## src/rtl/month_year_counter.sv

```systemverilog
// Month/year stage of the millennium calendar: advances on the day counter's
// end-of-month pulse, supports button-driven editing, and drives display digits.
module month_year_counter #(
    parameter int YEAR_MIN = 2000,
    parameter int YEAR_MAX = 2999
) (
    input  logic        clk,
    input  logic        rstn,
    input  logic        day_done,
    input  logic        set_mode,
    input  logic        set_sel,
    input  logic        inc,
    input  logic        dec,
    output logic [3:0]  month,
    output logic [11:0] year,
    output logic [3:0]  month_tens,
    output logic [3:0]  month_units,
    output logic [3:0]  year_thou,
    output logic [3:0]  year_hund,
    output logic [3:0]  year_tens,
    output logic [3:0]  year_units,
    output logic        is_leap,
    output logic        year_done,
    output logic        mill_wrap
);

    localparam logic [11:0] YMIN = 12'(YEAR_MIN);
    localparam logic [11:0] YMAX = 12'(YEAR_MAX);

    logic [3:0]  month_reg, month_next;
    logic [11:0] year_reg, year_next;
    logic        year_done_reg, year_done_next;
    logic        mill_wrap_reg, mill_wrap_next;
    logic        inc_q_reg, dec_q_reg;

    logic        inc_p, dec_p;
    logic        month_ok, year_ok;
    logic [3:0]  month_inc, month_dec;
    logic [11:0] year_inc, year_dec;

    assign inc_p = inc & ~inc_q_reg;
    assign dec_p = dec & ~dec_q_reg;

    assign month_ok = (month_reg >= 4'd1) && (month_reg <= 4'd12);
    assign year_ok  = (year_reg >= YMIN) && (year_reg <= YMAX);

    assign month_inc = (month_reg == 4'd12) ? 4'd1  : month_reg + 4'd1;
    assign month_dec = (month_reg == 4'd1)  ? 4'd12 : month_reg - 4'd1;
    assign year_inc  = (year_reg == YMAX)   ? YMIN  : year_reg + 12'd1;
    assign year_dec  = (year_reg == YMIN)   ? YMAX  : year_reg - 12'd1;

    // Any update first repairs an out-of-range field instead of stepping it.
    always_comb begin
        month_next     = month_reg;
        year_next      = year_reg;
        year_done_next = 1'b0;
        mill_wrap_next = 1'b0;
        if (set_mode) begin
            if (inc_p ^ dec_p) begin
                if (!month_ok) begin
                    month_next = 4'd1;
                end
                if (!year_ok) begin
                    year_next = YMIN;
                end
                if (!set_sel) begin
                    if (month_ok) begin
                        month_next = inc_p ? month_inc : month_dec;
                    end
                end else begin
                    if (year_ok) begin
                        year_next = inc_p ? year_inc : year_dec;
                    end
                end
            end
        end else if (day_done) begin
            if (!year_ok) begin
                year_next = YMIN;
            end
            if (!month_ok) begin
                month_next = 4'd1;
            end else if (month_reg != 4'd12) begin
                month_next = month_reg + 4'd1;
            end else begin
                month_next = 4'd1;
                if (year_ok) begin
                    year_next      = year_inc;
                    year_done_next = 1'b1;
                    mill_wrap_next = (year_reg == YMAX);
                end
            end
        end
    end

    always_ff @(posedge clk or negedge rstn) begin
        if (!rstn) begin
            month_reg     <= 4'd1;
            year_reg      <= YMIN;
            year_done_reg <= 1'b0;
            mill_wrap_reg <= 1'b0;
            inc_q_reg     <= 1'b0;
            dec_q_reg     <= 1'b0;
        end else begin
            month_reg     <= month_next;
            year_reg      <= year_next;
            year_done_reg <= year_done_next;
            mill_wrap_reg <= mill_wrap_next;
            inc_q_reg     <= inc;
            dec_q_reg     <= dec;
        end
    end

    // Shift-add-3 binary to BCD; the thousands digit of a 12-bit value never
    // reaches 5 before the final shift, so only the lower three nibbles adjust.
    logic [15:0] dd_stage [0:12];
    assign dd_stage[0] = 16'd0;

    generate
        for (genvar gi = 0; gi < 12; gi++) begin : g_dabble
            logic [14:0] adj;
            for (genvar gn = 0; gn < 3; gn++) begin : g_nib
                assign adj[4*gn +: 4] = (dd_stage[gi][4*gn +: 4] >= 4'd5)
                                        ? dd_stage[gi][4*gn +: 4] + 4'd3
                                        : dd_stage[gi][4*gn +: 4];
            end
            assign adj[14:12]      = dd_stage[gi][14:12];
            assign dd_stage[gi+1]  = {adj, year_reg[11-gi]};
        end
    endgenerate

    assign year_thou  = dd_stage[12][15:12];
    assign year_hund  = dd_stage[12][11:8];
    assign year_tens  = dd_stage[12][7:4];
    assign year_units = dd_stage[12][3:0];

    assign month_tens  = (month_reg >= 4'd10) ? 4'd1 : 4'd0;
    assign month_units = (month_reg >= 4'd10) ? month_reg - 4'd10 : month_reg;

    // Century years end in "00"; those are leap only if also divisible by 16 (400 = 16*25).
    logic century;
    assign century = (year_tens == 4'd0) && (year_units == 4'd0);
    assign is_leap = century ? (year_reg[3:0] == 4'd0) : (year_reg[1:0] == 2'd0);

    assign month     = month_reg;
    assign year      = year_reg;
    assign year_done = year_done_reg;
    assign mill_wrap = mill_wrap_reg;

endmodule

```

## config.mk

```make
export PLATFORM = sky130hd
export DESIGN_NAME = month_year_counter
export DESIGN_NICKNAME = d
export VERILOG_FILES = /design/src/rtl/month_year_counter.sv
export SDC_FILE = /design/constraint.sdc
export NUM_CORES = 1
export LEC_CHECK = 0
export ABC_AREA = 1
export CAP_MARGIN = 20
export CORE_AREA = 2 2 76 108
export CTS_BUF_LIST = sky130_fd_sc_hd__clkbuf_4
export CTS_CLUSTER_DIAMETER = 40
export DETAILED_ROUTE_END_ITERATION = 7
export DIE_AREA = 0 0 78 110
export PLACE_DENSITY_LB_ADDON = 0.25
export REMOVE_ABC_BUFFERS = 1
export SETUP_SLACK_MARGIN = 0.5
export SLEW_MARGIN = 20
export SYNTH_ARGS = -nofsm -noshare
export SYNTH_HDL_FRONTEND = slang
export SYNTH_SLANG_ARGS = --single-unit
export TNS_END_PERCENT = 5
```

## constraint.sdc

```tcl
create_clock -name clk -period 9.9 [get_ports clk]
set_input_delay 1.98 -clock clk [delete_from_list [all_inputs] [get_ports clk]]
set_output_delay 1.98 -clock clk [all_outputs]
set_load 0.05 [all_outputs]
```

* Word-level counts from Yosys, hierarchy flattened
Index checks and enable logic that the tools add are counted.
** Storage, ports and cells
- Register bits :: 20
- Bits of input ports :: 7
- Word-level logic and storage cells :: 162
** Cells by class
- Add/subtract/negate cells :: 35
- Reduce and logical (&&, ||, !) cells :: 9
- Multiplexer cells :: 66
- Eq/ne operators :: 6
- Order comparisons :: 35
- Bitwise operators :: 5
** Operators by type and width (number)
- two-way mux 12 bit :: 12
- two-way mux 4 bit :: 35
- >= comparator 4 x 3 -> 1 bit, second input constant :: 27
- adder 4 x 2 -> 4 bit, second input constant :: 23
- two-way mux 3 bit :: 7
- adder 12 x 1 -> 12 bit, second input constant :: 1
- adder 3 x 2 -> 3 bit, second input constant :: 4
- equality test 12 x 11 -> 1 bit, second input constant :: 1
- equality test 12 bit, second input constant :: 1
- >= comparator 12 x 11 -> 1 bit, second input constant :: 1
- <= comparator 12 bit, second input constant :: 1
- zero test 4 bit :: 3
- two-way mux 1 bit :: 12
- subtractor 12 x 1 -> 12 bit, second input constant :: 1
- adder 1 x 2 -> 3 bit, both inputs constant :: 2
- >= comparator 1 x 3 -> 1 bit, both inputs constant :: 2
- adder 4 x 1 -> 4 bit, second input constant :: 1
- equality test 4 x 1 -> 1 bit, second input constant :: 1
- equality test 4 bit, second input constant :: 1
- >= comparator 4 x 1 -> 1 bit, second input constant :: 1
- >= comparator 4 bit, second input constant :: 1
- <= comparator 4 bit, second input constant :: 1
- inequality test 4 bit, second input constant :: 1
- subtractor 4 x 1 -> 4 bit, second input constant :: 1
- other kinds (11) :: 15

* Longest topological paths before layout
Gate-level depths: netlist (run 1).
- Depth in word-level cells :: 25
- Depth in mapped cells :: 64
- Depth with buffers taken out :: 63

* Worst setup path before layout (run 1)
No wires, ideal clock.
- Kind :: register to output
- Start point :: register year_reg[10] (netlist: year[10])
- End point :: output year_thou[0]
- Arrival time :: 7.927 ns
- Cell stages (with the launch flop) :: 54
- Path buffers :: 1
- Path slack :: -0.007 ns
- Required time :: 7.920 ns
- Cell sequence :: dfstp_2 buf_6 inv_8 ha_1 inv_2 nand2_4 nand2_1 nand2_1 nand2_1 ha_1 inv_1 or2_2 nand3_2 nand2_2 nand2_1 nand2_1 inv_1 ha_1 [18 not listed] nand3_1 o21ai_0 o22ai_1 ha_1 inv_1 ha_1 a21oi_1 xor2_1 inv_1 ha_1 o21ai_0 nand2_1 xor2_1 inv_1 ha_1 inv_1 o21ai_0 o21ai_0
** On the way
- Longest elaborated chain between the ends :: 20
- Elaborated cells on any way between the ends :: 72
- Those cells by class :: add/sub: 24; order compare: 24; mux: 24
** Ends and longest elaborated chain
- start: declaration :: line 31 : logic [11:0] year_reg, year_next;
- start signal: assignment :: line 105 : year_reg <= year_next;
- adder 4 x 2 -> 4 bit or >= comparator 4 x 3 -> 1 bit (tied branches) :: line 123, 122
- two-way mux 4 bit (*) :: line 123 : ? dd_stage[gi][4*gn +: 4] + 4'd3
- adder 4 x 2 -> 4 bit or >= comparator 4 x 3 -> 1 bit (tied branches) :: line 123, 122
- two-way mux 4 bit :: line 123
- adder 4 x 2 -> 4 bit (tied with other cells) :: line 123
- two-way mux 4 bit or two-way mux 3 bit (tied branches) :: line 123
- adder 4 x 2 -> 4 bit (tied with other cells) :: line 123
- two-way mux 4 bit or two-way mux 3 bit (tied branches) :: line 123
- [4 not listed]
- adder 4 x 2 -> 4 bit or >= comparator 4 x 3 -> 1 bit (tied branches) :: line 123, 122
- two-way mux 4 bit :: line 123
- adder 4 x 2 -> 4 bit or >= comparator 4 x 3 -> 1 bit (tied branches) :: line 123, 122
- two-way mux 4 bit :: line 123
- adder 4 x 2 -> 4 bit or >= comparator 4 x 3 -> 1 bit (tied branches) :: line 123, 122
- two-way mux 4 bit :: line 123
- adder 4 x 2 -> 4 bit or >= comparator 4 x 3 -> 1 bit (tied branches) :: line 123, 122
- two-way mux 4 bit (*) :: line 123
- end: declaration :: line 18 : output logic [3:0] year_thou,
Mark *: on every way between the ends. The rest lies on a longest branch, timed or not.

* Worst setup path after layout (run 1)
- Start point :: register year_reg[10] (netlist: year[10])
- End point :: output is_leap
** On the way
- Longest elaborated chain between the ends :: 23
- Elaborated cells on any way between the ends :: 61
- Those cells by class :: add/sub: 19; order compare: 19; mux: 20; reduce/logical: 3
** Ends and longest elaborated chain
- adder 4 x 2 -> 4 bit or >= comparator 4 x 3 -> 1 bit (tied branches) :: line 123, 122
- two-way mux 4 bit (*) :: line 123
- adder 4 x 2 -> 4 bit or >= comparator 4 x 3 -> 1 bit (tied branches) :: line 123, 122
- two-way mux 4 bit :: line 123
- adder 4 x 2 -> 4 bit or >= comparator 4 x 3 -> 1 bit (tied branches) :: line 123, 122
- two-way mux 4 bit :: line 123
- >= comparator 4 x 3 -> 1 bit or adder 4 x 2 -> 4 bit (tied branches) :: line 122, 123
- two-way mux 4 bit :: line 123
- [7 not listed]
- two-way mux 4 bit :: line 123
- adder 4 x 2 -> 4 bit or >= comparator 4 x 3 -> 1 bit (tied branches) :: line 123, 122
- two-way mux 4 bit :: line 123
- adder 4 x 2 -> 4 bit or >= comparator 4 x 3 -> 1 bit (tied branches) :: line 123, 122
- two-way mux 4 bit :: line 123
- zero test 4 bit :: line 141 : assign century = (year_tens == 4'd0) && (year_units == 4'd0);
- logical AND 1 bit (*) :: line 141
- two-way mux 1 bit (*) :: line 142 : assign is_leap = century ? (year_reg[3:0] == 4'd0) : (year_reg[1:0] == 2'd0);
- end: declaration :: line 22 : output logic is_leap,
Marked as above.

==> results by group, run 1 <==
Status
  – Status: complete, no violations

Hold path
  – Worst Hold End: year[6]$_DFFE_PN1P_
  – Hold Crit Start: year[6]$_DFFE_PN1P_
  – Hold Path Class: reg2reg
  – Hold Crit Depth: 2

Worst setup path
  – CP most frequent cell: nand2_2
  – CP max-delay cell: dfstp_2
  – Critical path capture point type: primary output
  – WP data arrival: 7.08 ns
  – Reg2reg end: year[6]$_DFFE_PN1P_
  – Critical path class: reg2out
  – Crit path max fanout: 8
  – Reg2Reg Setup Slack: 5.66 ns
  – Largest stage delay, worst path: 0.61 ns
  – Worst r2r src: year[7]$_DFFE_PN1P_
  – Required time of the critical path: 7.92 ns
  – Crit path launch type: register
  – Reg2reg path depth: 11

Timing
  – Fin. max-slew vios: 0
  – Final min period: 9.059 ns
  – Clock skew: 0.01931 ns
  – Slew headroom: 0.3325
  – Setup TNS: 0 ns
  – Final Hold Viols: 0
  – Tcrit/Tclk final: 0.9151
  – Final WS setup: 0.8408 ns
  – Final setup fails: 0
  – Slew @ Worst Pin: 0.9981 ns
  – RSZ-0062 raised after global routing: yes
  – F_max: 110.4 MHz
  – Worst hold slack: 0.5968 ns

Drt
  – WL final: 11830 µm
  – Routed via count: 4766
  – Drt wl/cell: 14.03 µm
  – Drt initial violations: 237
  – First-pass DRT Iterations: 5
  – Via-to-Cell Ratio: 5.654
  – DRC: 0
  – Antenna viol nets, final: 0

Synthesis
  – Seq/Total Area, Yosys: 0.1245
  – Synthesis Warnings: 0
  – Count of distinct cell types in the synthesized netlist: 45
  – Mapped cell area: 4089 µm²
  – Post-synth EDFFs: 0
  – Count of state elements after synthesis: 20
  – Post-synth ARST share: 1.000
  – Gate Count Post-Synth: 690
  – Ys flop type: dfrtp_1
  – Mean Syn Cell Area: 5.926 µm²

Global routing
  – Number of global-route vias before repair: 4556
  – GR Util All Layers: 0.2660
  – Grt peak-use layer: met2
  – M2 GR Usage: 0.5357
  – Largest net degree at the start of global routing: 32
  – First-pass GRT wire length: 19160 µm
  – Total gr overflow: 0
  – Initial antenna violation count: 0
  – GR Util met3: 0.01629
  – Met1 usage: 0.2738

CTS
  – Clock slew at reported path FFs: 0.12 ns
  – H-tree depth: 1
  – Root Driver: clkbuf_4
  – Clk buf depth: 2
  – Clock latency at the later pin of the worst-skew pair: 0.34 ns
  – CTS Buf Count: 3
  – Sink Count: 20
  – CTS tree: done

Layout
  – Area growth syn-to-layout: 25.80%
  – Layout cells sized above 1: 0.2369
  – Diodes inserted: 0
  – Post-route core utilization: 0.6762
  – Max FFs per register: 12
  – Final #Nets: 781

Placed design
  – Gpl congestion: 0.8515
  – Dpl ws: -0.1536 ns
  – Post-DP HPWL: 8553 µm
  – # port buffers: 45

Die
  – Initial core utilization: 0.5375
  – Die H: 110 µm
  – IO Pins: 50
  – Site Rows: 38
  – Core area: 7607 µm²
  – Die footprint: 8580 µm²
  – Chip width: 78 µm

Run
  – Number of max-cap violations: 0
[synthesized netlist by cell type, types with 12 or more instances]
cell type | number | area (µm²)
a21oi_1 | 25 | 125.1
nand2_1 | 156 | 585.6
nand3_2 | 12 | 120.1
clkbuf_1 | 18 | 67.56
o21ai_0 | 43 | 215.2
inv_2 | 13 | 48.80
nor3_1 | 13 | 65.06
inv_1 | 88 | 330.3
dfrtp_1 | 13 | 325.3
nand3_1 | 78 | 390.4
nand2_2 | 24 | 150.1
ha_1 | 30 | 375.4
nor2_1 | 51 | 191.4
xor2_1 | 14 | 122.6
[placed cells by master, fill, tap and decap left out, types with 3 or more instances in the layout]
cell type,synthesis,layout
a31oi_1,10,10
dfrtp_1,13,13
clkdlybuf4s15_2,0,3
o31ai_1,3,3
nand3_2,12,16
nand3_1,78,71
ha_2,0,3
xor2_2,0,3
nand2_4,9,12
nand2_2,24,38
ha_4,0,7
conb_1,1,4
nor3_1,13,13
a211oi_1,3,3
clkinv_1,5,5
o21ai_0,43,39
or2_2,4,3
nand2_1,156,139
o22ai_1,6,5
nand4_1,10,10
clkdlybuf4s50_1,0,36
ha_1,30,20
xor2_1,14,11
nand3_4,1,4
inv_2,13,20
clkbuf_4,0,3
dfstp_2,7,7
o21ai_1,4,4
o21ai_2,4,6
nor2_1,51,50
o311ai_0,7,7
buf_4,6,30
inv_1,88,80
o221ai_1,5,5
o211ai_1,5,5
a21oi_1,25,22
[cell type report]
cell class	count	area (µm²)
Clock buffer	3	22.52
Clock inverter	1	30.03
Fill cell	694	2464
Inverter	107	411.6
Multi-Input combinational cell	538	3341
Sequential cell	20	509.2
Tap cell	100	125.1
Timing Repair Buffer	74	704.4
[how the worst max path moves through the flow]
stage                               startpoint      endpoint  depth (start not counted)
after floorplan           year[10]$_DFFE_PN1P_  year_thou[0]                         52
after global placement    year[10]$_DFFE_PN1P_  year_hund[2]                         55
after detailed placement  year[10]$_DFFE_PN1P_  year_hund[2]                         55
after CTS                 year[10]$_DFFE_PN1P_       is_leap                         61
after global routing      year[10]$_DFFE_PN1P_       is_leap                         62
final                     year[10]$_DFFE_PN1P_       is_leap                         60
[cell families after synthesis]
| kind of cell | count (synthesis) | share of synthesized area |
|---|---|---|
| buf+inv | 135 | 0.1340 |
| compound gates | 124 | 0.1870 |
| simple gates | 366 | 0.4318 |
| other cells | 1 | 0.0009171 |
| flops | 20 | 0.1245 |
| fa+ha+maj | 30 | 0.09180 |
| xor+xnor | 14 | 0.02999 |
[metrics by stage]
stage / area, µm² / instances
detailed placement: 4584 / 813
global placement: 4584 / 813
global route: 5144 / 843
finish: 5144 / 843
CTS: 4768 / 825
floorplan: 3961 / 665
[what timing repair did]
item / CTS / global route
hold buffers: 0 / 0
gates resized for setup: 30 / 60
setup buffers: 8 / 18
pin swaps: 5 / 25
endpoints found under the setup margin: 10 / 10
[routing by layer]
metal	share of wire	up-vias
met5	0	-
met4	0.030	0
met3	0.033	36
met2	0.54	149
met1	0.39	2197
li1	-	2384
[worst max-delay path: cells and delay by family (launching register included)]
| kind | cells | cell delay, ns |
|---|---|---|
| buf+inv | 15 | 1.14 |
| simple gates | 34 | 3.25 |
| compound gates | 2 | 0.30 |
| fa+ha+maj | 9 | 1.42 |
| flops | 1 | 0.61 |
Power of run 1 is left out: the tool's default activity adds up to more than one toggle a clock period on the data nets, which glitch-free logic cannot reach.
==> run 2, diff against run 1 <==
- SLEW_MARGIN: 20 -> unset
==> results of run 2 <==
Same layout as run 1: the final DEF is identical, and so are final timing and power.
Power of run 2 is left out for the same reason.
==> run 3, diff against run 2 <==
- SLEW_MARGIN: unset -> 5
==> results of run 3 <==
Same layout as run 1: the final DEF is identical, and so are final timing and power.
Power of run 3 is left out for the same reason.
==> edit 1, RTL diff (flow settings as in run 2) <==
Change the parameter `YEAR_MAX` from 2999 to 1499.
--- a/src/rtl/month_year_counter.sv
+++ b/src/rtl/month_year_counter.sv
@@ -2,7 +2,7 @@
 // end-of-month pulse, supports button-driven editing, and drives display digits.
 module month_year_counter #(
     parameter int YEAR_MIN = 2000,
-    parameter int YEAR_MAX = 2999
+    parameter int YEAR_MAX = 1499
 ) (
     input  logic        clk,
     input  logic        rstn,
Behaviour: not the same (a bounded check fails within 4 cycles, from zero or initial values and one cycle with rstn low).
==> edit 1 against run 2 <==
  * Area after synthesis decreased by 26%
  * First-iteration DRC count decreased by 61%
  * Global-route usage decreased by 12 points
  * Setup slack improved by 0.11 ns
  * Via count decreased by 35%
  * Final area decreased by 25%
  * Hold slack got worse by 0.067 ns
  * Routed wire length decreased by 44%
  * Sequential cell count unchanged
  * Largest cell class unchanged
Power is left out: it rests on default switching activity, and per cell area and clock period it moved more than threefold.
==> edit 1: results (changes against run 2) <==
Synth cell types: 40 (was 45)
Hold Crit Class: reg -> reg (unchanged)
clk_lat worst skew: 0.31 ns (was 0.34 ns)
DRT iter0 DRCs: 92 (was 237)
IO Port Bufs: 45 (unchanged)
Post-synth ARST share: 1.00 (unchanged)
met3 Use GR: 0.0122 (was 0.0163)
Arr. time, crit path: 6.97 ns (was 7.08 ns)
pin count of the biggest net entering global routing: 21 (was 32)
first-pass GRT wire length: 10800 um (was 19200 um)
met1 WL: 2720 um (was 4640 um)
top area cells in the synthesized netlist: nand2_1, ha_1, dfrtp_1 (was nand2_1, nand3_1, ha_1)
Reg2Reg Depth: 6 (was 11)
TritonRoute pass-1 iters: 5 (unchanged)
metal2 WL: 3690 um (was 6430 um)
hpwl dp: 5230 um (was 8550 um)
Synth Instances: 483 (was 690)
vias in the first global route: 2791 (was 4556)
Hold Path End: year[10]$_DFFE_PN1P_ (was year[6]$_DFFE_PN1P_)
WL per Instance: 10.4 um (was 14.0 um)
clock root buffer: clkbuf_4 (unchanged)
clk buf depth: 2 (unchanged)
Top FF cell, synth: dfrtp_1 (unchanged)
ant diodes: 0 (unchanged)
met1 usage: 0.158 (was 0.274)
initial antenna violation count: 0 (unchanged)
max FFs per register: 12 (unchanged)
worst reg2reg path endpoint: month[0]$_DFFE_PN1P_ (was year[6]$_DFFE_PN1P_)
Post-synth top cells: nand2_1, inv_1, nand3_1 (unchanged)
skew final: 0.0118 ns (was 0.0193 ns)
highest metal used: met4 (unchanged)
CP max stage cell: dfstp_2 (unchanged)
Syn. warnings: 0 (unchanged)
Worst Hold Launch: year[10]$_DFFE_PN1P_ (was year[6]$_DFFE_PN1P_)
DP Area: 0.00356 mm2 (was 0.00458 mm2)
CTS buffer count: 3 (unchanged)
GRT Resource Usage Total: 0.145 (was 0.266)
Worst R2R Setup Slack: 7.79 ns (was 5.66 ns)
fraction of layout cells with a size suffix above 1: 0.269 (was 0.237)
met3 WL: 174 um (was 394 um)
GR Util met2: 0.299 (was 0.536)
status: finished clean (unchanged)
CP Max Fanout: 5 (was 8)
Least-Margin Pin Slew: 0.858 ns (was 0.998 ns)
Cell Count Post-Placement: 624 (was 813)
Reg-to-Reg Start: month[0]$_DFFE_PN1P_ (was year[7]$_DFFE_PN1P_)
H-Tree Depth: 1 (unchanged)
detailed-route via count: 3119 (was 4766)
sequential share of the synthesized area: 0.168 (was 0.125)
Routability Congestion: 0.835 (was 0.852)
Final nets: 577 (was 781)
Hold Path Stages: 2 (unchanged)
Setup WS pre-CTS: -0.0185 ns (was -0.154 ns)
Reg clk slew, reported paths: 0.12 ns (about the same)
Final Instance Count excl. Fillers: 640 (was 843)
Crit path max-delay family: simple AND/OR/NAND/NOR gates (unchanged)
==> edit 1: what timing repair did <==
action	in CTS	in global routing
buffers inserted	0	12
pin swaps	0	22
resized for setup	14	63
gates cloned	0	0
hold buffers	0	0
endpoints found under the setup margin	10	10
==> edit 1: worst max path at each step <==
stage / cells after the start / startpoint / slack, ns / endpoint
after floorplan: 55 / year[10]$_DFFE_PN1P_ / 0.38 / year_hund[2]
after global placement: 56 / year[10]$_DFFE_PN1P_ / 0.32 / year_thou[0]
after detailed placement: 56 / year[10]$_DFFE_PN1P_ / -0.02 / year_thou[0]
after CTS: 56 / year[10]$_DFFE_PN1P_ / 0.25 / year_thou[0]
after global routing: 58 / year[10]$_DFFE_PN1P_ / 0.32 / year_hund[2]
final: 56 / year[9]$_DFFE_PN1P_ / 0.95 / year_hund[2]
==> edit 1: cell families after synthesis <==
group	share of synthesized area
multiplexers	0.00330
adder cells (fa/ha/maj)	0.120
AO/OA/AOI/OAI	0.118
other	0.00124
buffers and inverters	0.131
AND/OR/NAND/NOR	0.430
XOR/XNOR	0.0285
flip-flops	0.168
==> edit 1: cell type report <==
cell class	instances	area (um2)
clock buffers	3	22.5
clock inverters	1	30.0
fillers	761	3770
inverters	91	342
multi-input cells	368	2300
flip-flops and latches	20	509
well taps	100	125
repair buffers	57	510
==> edit 1: metrics by stage <==
stage | hold WS, ns | util | TNS, ns
after global routing | 0.554 | 0.505 | 0
after CTS | 0.568 | 0.477 | 0
after detailed placement | 0.550 | 0.468 | -0.0185
final | 0.529 | 0.505 | 0
after floorplan | 0.626 | - | 0
after global placement | 0.542 | 0.468 | 0
==> edit 1: worst register-to-register path: cells and delay by family (launching register included) <==
family	cells	cell delay, ns
flops	1	0.65
fa+ha+maj	1	0.25
buf+inv	2	0.26
compound gates	3	0.86
==> edit 2, RTL diff (settings of run 2) <==
Without the edit above. Remove the register `mill_wrap_reg`: a continuous assignment takes its place, so the output `mill_wrap` follows one clock earlier.
--- a/src/rtl/month_year_counter.sv
+++ b/src/rtl/month_year_counter.sv
@@ -97,18 +97,18 @@
             month_reg     <= 4'd1;
             year_reg      <= YMIN;
             year_done_reg <= 1'b0;
-            mill_wrap_reg <= 1'b0;
             inc_q_reg     <= 1'b0;
             dec_q_reg     <= 1'b0;
         end else begin
             month_reg     <= month_next;
             year_reg      <= year_next;
             year_done_reg <= year_done_next;
-            mill_wrap_reg <= mill_wrap_next;
             inc_q_reg     <= inc;
             dec_q_reg     <= dec;
         end
     end
+
+    assign mill_wrap_reg = mill_wrap_next;
 
     // Shift-add-3 binary to BCD; the thousands digit of a 12-bit value never
     // reaches 5 before the final shift, so only the lower three nibbles adjust.
Function: changed (a bounded check fails within 4 cycles, from zero or initial values and one cycle with rstn low).
==> edit 2 against run 2 <==
  * Non-clock buffer count down 3
  * Setup slack worse by 0.053 ns
  * Die area unchanged
  * Final area down 5.0%
  * Count of clock-buffer cells in the layout increased by 1
  * Sequential cell count fell by 1
  * Largest cell class unchanged
  * Area after synthesis fell by 6.5%
  * Routed wire length decreased by 9.1%
  * Sequential share of layout area about the same
  * Fmax decreased by 0.58%
Power is left out: the tool's default activity adds up to more than one toggle a clock period on the data nets, which glitch-free logic cannot reach.
==> edit 2: results (changes against run 2) <==
CP peak stage delay: 0.57 ns (was 0.61 ns)
top area cells in the synthesized netlist: nand2_1, ha_1, inv_1 (was nand2_1, nand3_1, ha_1)
pin count of the biggest net entering global routing: 20 (was 32)
DRT iter0 DRCs: 247 (was 237)
first-pass GRT wire length: 17000 um (was 19200 um)
fraction of layout cells with a size suffix above 1: 0.264 (was 0.237)
Slew headroom: 0.383 (was 0.333)
Syn. warnings: 0 (unchanged)
Reg clk slew, reported paths: 0.11 ns
CP max stage cell: dfstp_2 (unchanged)
clock root buffer: clkbuf_4 (unchanged)
Top FF cell, synth: dfrtp_1 (unchanged)
clk buf depth: 2 (unchanged)
sequential share of the synthesized area: 0.127 (was 0.125)
H-Tree Depth: 1 (unchanged)
CTS buffer count: 3 (unchanged)
Synth cell types: 47 (was 45)
skew final: 0.00799 ns (was 0.0193 ns)
Routability Congestion: 0.951 (was 0.852)
Final nets: 739 (was 781)
Routed WL: 10800 um (was 11800 um)
drt via density: 5.53 (was 5.65)
status: finished clean (unchanged)
Synth Instances: 639 (was 690)
Post-synth ARST share: 1.00 (unchanged)
Arr. time, crit path: 7.13 ns (was 7.08 ns)
vias in the first global route: 4137 (was 4556)
Post-synth top cells: nand2_1, inv_1, nand3_1 (unchanged)
ant diodes: 0 (unchanged)
Setup WS pre-CTS: -0.232 ns (was -0.154 ns)
Yosys top cell area share: 0.148 (was 0.143)
hpwl dp: 7880 um (was 8550 um)
TritonRoute pass-1 iters: 5 (unchanged)
DP Area: 0.00437 mm2 (was 0.00458 mm2)
Hold Crit Class: reg -> reg (unchanged)
max FFs per register: 12 (unchanged)
met3 Use GR: 0.0163 (unchanged)
IO Port Bufs: 45 (unchanged)
CP Max Fanout: 6 (was 8)
initial antenna violation count: 0 (unchanged)
GRT Resource Usage Total: 0.233 (was 0.266)
GR Util met2: 0.483 (was 0.536)
clk_lat worst skew: 0.31 ns (was 0.34 ns)
met1 usage: 0.241 (was 0.274)
edit 2: cell types whose count changed after synthesis, sizes merged, moves of 3 or more:
| cell | delta |
|---|---|
| nor2 | -10 |
| clkbuf | -11 |
| a21oi | -5 |
| nand3 | -13 |
| nand2 | +5 |
| o221ai | -3 |
| a22oi | +3 |
| a31oi | -6 |
| o311ai | -7 |
| nor3 | -4 |
| o21ai | -4 |
edit 2: per-layer routing:
layer / up-vias / wire [um]
li1: 2204 / -
met1: 2041 / 4080
met3: 35 / 424
met4: 0 / 295
met2: 151 / 5960
met5: - / 0
edit 2: what timing repair did:
item	CTS	global route
gates resized for setup	33	55
endpoints found under the setup margin	9	9
setup buffers	8	16
pin swaps	11	25
hold buffers	0	0
edit 2: cell type report:
type	instances	area, um2
fillers	686	2720
clock buffers	4	30.0
multi-input cells	498	3140
inverters	109	418
flip-flops and latches	19	484
well taps	100	125
repair buffers	71	692
edit 2: final timing paths:
check / from / endpoint / slack, ns / depth (start not counted)
worst max-delay path: year[10]$_DFFE_PN1P_ / year_hund[1] / 0.79 / 54
worst min-delay path: year[10]$_DFFE_PN1P_ / year[10]$_DFFE_PN1P_ / 0.59 / 2
worst max register to register: year[11]$_DFFE_PN0P_ / year[3]$_DFFE_PN0P_ / 7.20 / 9
worst min register to register: year[10]$_DFFE_PN1P_ / year[10]$_DFFE_PN1P_ / 0.59 / 2
max in group asynchronous: rstn / month[1]$_DFFE_PN0P_ / 7.16 / 1
min in group asynchronous: rstn / month[2]$_DFFE_PN0P_ / 2.17 / 1
edit 2: worst max-delay path: cells and delay by family, from the launching register on:
kind	cells	cell delay, ns
buffers and inverters	14	0.97
adders and majority gates	9	1.58
AOI/OAI and AO/OA	6	1.00
xor gates and xnor gates	4	0.74
DFF	1	0.57
and+or+nand+nor	21	1.98
edit 2: logic make-up after synthesis:
logic type / Yosys count / synth area share
other: 1 / 0.000981
and+or+nand+nor: 345 / 0.439
DFF: 19 / 0.127
buffers and inverters: 125 / 0.131
xor gates and xnor gates: 17 / 0.0390
AOI/OAI and AO/OA: 102 / 0.165
adders and majority gates: 30 / 0.0982
edit 2: metrics by stage:
| stage | util | instances | TNS [ns] | hold slack [ns] |
|---|---|---|---|---|
| 2_1_floorplan | - | 626 | -0.821 | 0.717 |
| 3_3_place_gp | 0.575 | 773 | 0 | 0.617 |
| 3_5_place_dp | 0.575 | 773 | -0.565 | 0.608 |
| 4_1_cts | 0.600 | 785 | 0 | 0.610 |
| 5_1_grt | 0.642 | 801 | 0 | 0.631 |
| 6_report | 0.642 | 801 | 0 | 0.590 |
